--- config.mk ---
export PLATFORM = sky130hd
export DESIGN_NAME = gcd_ctrl
export DESIGN_NICKNAME = d
export VERILOG_FILES = /design/src/rtl/gcd_ctrl.sv
export SDC_FILE = /design/constraint.sdc
export NUM_CORES = 1
export LEC_CHECK = 0
export BUFFER_PORTS_ARGS = -buffer_cell sky130_fd_sc_hd__buf_2
export CAP_MARGIN = 15
export CORE_UTILIZATION = 55
export DETAILED_ROUTE_END_ITERATION = 6
export GPL_TIMING_DRIVEN = 0
export PLACE_DENSITY = 0.78
export SYNTH_ARGS = -nofsm -noshare
export SYNTH_HDL_FRONTEND = slang
export SYNTH_SLANG_ARGS = --single-unit
--- constraint.sdc ---
create_clock -name clk -period 6 [get_ports clk]
set_input_delay 0.6 -clock clk [delete_from_list [all_inputs] [get_ports clk]]
set_output_delay 0.6 -clock clk [all_outputs]
set_load 0.005 [all_outputs]
--- src/rtl/gcd_ctrl.sv ---
// gcd_ctrl: sequencer for a repeated-subtraction GCD datapath.
//
// Captures two operands on a start handshake. One shared subtractor then
// computes larger-minus-smaller on each edge until the operands are equal
// or one of them is zero. The block reports the GCD, the number of
// subtractions (saturating) and a one-cycle done pulse.
//
// Ports
//   clk       in   1      clock, all state changes on the rising edge
//   rst_n     in   1      synchronous reset, active low
//   start     in   1      job request, sampled only while IDLE
//   A_IN      in   WIDTH  operand A, captured with start
//   B_IN      in   WIDTH  operand B, captured with start
//   busy      out  1      high in RUN and DONE
//   done      out  1      one-cycle pulse, GCD_OUT/ITER_CNT valid
//   GCD_OUT   out  WIDTH  result, held until the next result is written
//   ITER_CNT  out  CNT_W  subtraction count, saturates at all-ones
module gcd_ctrl #(
    parameter int unsigned WIDTH = 8,
    parameter int unsigned CNT_W = 8
) (
    input  logic             clk,
    input  logic             rst_n,
    input  logic             start,
    input  logic [WIDTH-1:0] A_IN,
    input  logic [WIDTH-1:0] B_IN,
    output logic             busy,
    output logic             done,
    output logic [WIDTH-1:0] GCD_OUT,
    output logic [CNT_W-1:0] ITER_CNT
);

    typedef enum logic [1:0] {
        IDLE    = 2'b00,
        RUN     = 2'b01,
        DONE    = 2'b10,
        ILLEGAL = 2'b11
    } state_t;

    state_t state;
    state_t state_nxt;

    logic [WIDTH-1:0] reg_a;
    logic [WIDTH-1:0] reg_b;

    // Datapath status
    logic a_eq_b;
    logic a_zero;
    logic b_zero;
    logic a_gt_b;
    logic finish;

    // Shared subtractor
    logic [WIDTH-1:0] minuend;
    logic [WIDTH-1:0] subtrahend;
    logic [WIDTH-1:0] diff;

    // Control strobes from the output decoder
    logic load_ops;
    logic wr_gcd;
    logic gcd_from_b;
    logic step;

    always_comb begin
        a_eq_b = (reg_a == reg_b);
        a_zero = (reg_a == '0);
        b_zero = (reg_b == '0);
        a_gt_b = (reg_a > reg_b);
        finish = a_eq_b | a_zero | b_zero;
    end

    // The larger operand is always the minuend, so the difference never wraps.
    always_comb begin
        minuend    = a_gt_b ? reg_a : reg_b;
        subtrahend = a_gt_b ? reg_b : reg_a;
        diff       = minuend - subtrahend;
    end

    // State register
    always_ff @(posedge clk) begin
        if (!rst_n) begin
            state <= IDLE;
        end else begin
            state <= state_nxt;
        end
    end

    // Next-state logic
    always_comb begin
        state_nxt = IDLE;
        case (state)
            IDLE:    state_nxt = start  ? RUN  : IDLE;
            RUN:     state_nxt = finish ? DONE : RUN;
            DONE:    state_nxt = IDLE;
            default: state_nxt = IDLE;
        endcase
    end

    // Output / control decode
    always_comb begin
        busy       = 1'b0;
        done       = 1'b0;
        load_ops   = 1'b0;
        wr_gcd     = 1'b0;
        gcd_from_b = 1'b0;
        step       = 1'b0;
        case (state)
            IDLE: begin
                load_ops = start;
            end
            RUN: begin
                busy = 1'b1;
                // Priority: equal, A zero, B zero, then subtract.
                // (0,0) resolves through the equality branch to 0.
                if (a_eq_b) begin
                    wr_gcd = 1'b1;
                end else if (a_zero) begin
                    wr_gcd     = 1'b1;
                    gcd_from_b = 1'b1;
                end else if (b_zero) begin
                    wr_gcd = 1'b1;
                end else begin
                    step = 1'b1;
                end
            end
            DONE: begin
                busy = 1'b1;
                done = 1'b1;
            end
            default: ;
        endcase
    end

    // Operand, result and counter registers
    always_ff @(posedge clk) begin
        if (!rst_n) begin
            reg_a    <= '0;
            reg_b    <= '0;
            GCD_OUT  <= '0;
            ITER_CNT <= '0;
        end else begin
            if (load_ops) begin
                reg_a    <= A_IN;
                reg_b    <= B_IN;
                ITER_CNT <= '0;
            end
            if (wr_gcd) begin
                GCD_OUT <= gcd_from_b ? reg_b : reg_a;
            end
            if (step) begin
                if (a_gt_b) begin
                    reg_a <= diff;
                end else begin
                    reg_b <= diff;
                end
                if (ITER_CNT != '1) begin
                    ITER_CNT <= ITER_CNT + CNT_W'(1);
                end
            end
        end
    end

endmodule

==> run summary <==
Detailed-route wire length: 5930 µm
Synth-to-Final Area Change: 14.6%
Remaining design rule violation count: 0
Remaining antenna violation count: 0
CP endpoint kind: flip-flop
CTS Sinks: 34
Seq cells post-synth: 34
Drt pass-1 iters: 4
Cell variety after synth: 50
Data arrival time of the worst path: 3.83 ns
Maximum number of pins on one net before global-route repair: 11
# diodes: 0
Number of warnings reported in the yosys synthesis log: 0
Clock tree from TritonCTS: built
Final HPWL from detailed placement: 4340 µm
Detailed-route wire length per cell: 15.8 µm
Final total negative setup slack: 0 ns
Net total in the final layout: 359
Overall die area: 4280 µm²
Quantity of hold-fixing buffers added after cts: 0
Dominant combinational cell family by area after synthesis: compound AO/OA/AOI/OAI gates
Clock transition at the register clock pins on the worst setup and hold paths after CTS: 0.07 ns
Worst-case headroom to the max-slew limit: 39.5%
Via-per-instance ratio: 6.15
Wire length of the first global-routing pass: 9890 µm
Clk Latency, worst-skew pair: 0.29 ns
Total via count in the routed design: 2300
Most frequently used flop master after synthesis: dfxtp_1
Total count of hold-check failures in the final report: 0
Result of the run: completed
Postcts setup bufs: 0
Adder-cell share of the synthesized area: 7.34%
Worst-path cell with the longest stage delay: a2111oi_0
Number of global-route vias before repair: 2122
Number of enable-type register cells in the synthesized netlist: 0
Largest delay contributor family on the critical path: compound AO/OA/AOI/OAI gates
Unrepaired setup endpoints after global routing: no
Critical Setup Path Class: reg -> reg
Net count of the mapped netlist: 316
Layout cells sized above 1: 16.9%
Post-CTS Resized: 0
Post-synthesis async set-or-reset flop share: 0%
Final max-slew violation count: 0
Path class of the lowest-slack min-delay path: reg -> reg
Clock tree root buffer cell: clkbuf_8
Share of synthesized area spent on multiplexers: 2.54%
Transition at the pin with the smallest max-transition slack: 0.906 ns
Number of port buffers: 36
Antenna violations before repair: 0
Synthesized instance count: 284
Fmax: 272 MHz
Leftover overflow at the end of global routing: 0
Final critical-path share of the clock period: 61.3%
Maximum buffer depth of the clock tree: 2
Post-Synth XOR/XNOR Area: 1.58%
Slowest stage delay, CP: 0.52 ns
Initial Util: 58.7%
Number of DRC violations after detailed-routing iteration 0: 204
Shortest clock period the worst path allows after layout: 3.68 ns
Placer congestion estimate: 0.882
Basic-gate share of the synthesized area counting and, or, nand and nor cells: 25.0%
Layout Skew: 0.00599 ns
Std-Cell Rows: 22
Post-synthesis cell area: 2210 µm²
Max capacitance violation total: 0
Synthesized area per cell: 7.80 µm²
I/O pins: 37
Area of the placeable core: 3770 µm²
Clock H-tree levels: 2
Critical Path, Cell by Cell: inv_1 > ha_1 > buf_2 > nand4_1 > or2_1 > nand2_2 > and2_4 > buf_6 > a21oi_1 > ha_1 > a221o_1 > a221o_1 > a2111oi_0 > a2111oi_1
Total of endpoints with negative setup slack in the final report: 0
Compound-Gate Fraction of Synth Area: 27.7%
DIE WIDTH: 65.5 µm
CP required: 6.15 ns
Fraction of the yosys area taken by sequential cells: 30.7%
Die H: 65.5 µm
Total routing resource utilization after global routing: 30.6%
Clock buffers created by TritonCTS: 5
Category of the worst setup path launch point: flip-flop
Buffers plus inverters on the worst setup path: 3
Maximum fanout along the worst path: 10
-- flip-flops by register name, indices dropped and copies added (netlist names) --
| register | cells |
|---|---|
| reg_a | 8 |
| ITER_CNT | 8 |
| GCD_OUT | 8 |
| state | 2 |
| reg_b | 8 |
-- area by class of cell --
type                            instances  area (µm²)
Fill cell                             346        1230
Timing Repair Buffer                   36         180
Multi-Input combinational cell        225        1420
Clock buffer                            6        82.6
Sequential cell                        34         681
Inverter                               11        41.3
Buffer                                 14        70.1
Tap cell                               48        60.1
-- worst paths after layout --
path                             startpoint     endpoint  slack [ns]  depth (start not counted)
worst max-delay path               reg_b[5]     reg_a[6]        2.32                         14
worst min-delay path            ITER_CNT[5]  ITER_CNT[5]        0.48                          1
worst max register to register     reg_b[5]     reg_a[6]        2.32                         14
worst min register to register  ITER_CNT[5]  ITER_CNT[5]        0.48                          1
-- cells in the mapped netlist, drive strengths merged, types with 3 or more instances --
master	number	area (µm²)
clkbuf	11	42.5
and3	10	62.6
a2111oi	4	37.5
a211oi	16	120
nor2b	3	18.8
buf	3	27.5
and2	8	52.6
nor4	5	31.3
a311oi	5	43.8
nor3	3	15.0
xnor2	3	26.3
dfxtp	34	681
nor2	22	82.6
a21oi	33	165
ha	13	163
nand4	4	25.0
nand2	26	100
inv	11	41.3
nand3	15	75.1
o21ai	17	85.1
nand4b	3	26.3
mux2	5	56.3
a31oi	4	25.0
-- placed cells by master (no fill, tap or decap), types with 6 or more instances in the layout --
cell type	n
buf_2	37
dfxtp_1	34
a21oi_1	33
nand2_1	25
nor2_1	22
o21ai_0	16
a211oi_1	16
nand3_1	15
ha_1	13
inv_1	11
clkbuf_1	10
and3_1	10
and2_1	7
clkbuf_8	6
-- metal layers --
layer	vias to the layer above	GRT usage, %	routed length (µm)
met5	-	0	0
met4	0	12.5	132
met3	12	4.86	342
met2	90	50.9	2730
met1	1046	39.2	2720
li1	1152	-	-
-- stage by stage --
| step | util [%] | instance area (µm²) | hold WS, ns | std cells | worst slack, ns |
|---|---|---|---|---|---|
| final | 67.3 | 2540 | 0.484 | 374 | 2.32 |
| after floorplan | - | 2210 | 0.478 | 284 | 2.89 |
| after global routing | 67.3 | 2540 | 0.533 | 374 | 2.10 |
| after detailed placement | 65.1 | 2450 | 0.475 | 368 | 2.40 |
| after global placement | 65.1 | 2450 | 0.471 | 368 | 2.46 |
| after CTS | 67.3 | 2540 | 0.488 | 374 | 2.37 |
-- logic make-up after synthesis --
family,Yosys count
multiplexers,5
XOR/XNOR,4
AO/OA/AOI/OAI,95
AND/OR/NAND/NOR,108
flip-flops,34
adder cells (fa/ha/maj),13
buffers and inverters,25
-- worst reg2reg max path, delay by kind of cell, from the launching register on --
kind / cells / cell delay [ns]
AO/OA/AOI/OAI: 5 / 1.40
buffers and inverters: 3 / 0.41
flip-flops: 1 / 0.44
AND/OR/NAND/NOR: 4 / 0.84
adder cells (fa/ha/maj): 2 / 0.44
Power is left out: the tool's default activity adds up to more than one toggle a clock period on the data nets, which glitch-free logic cannot reach.
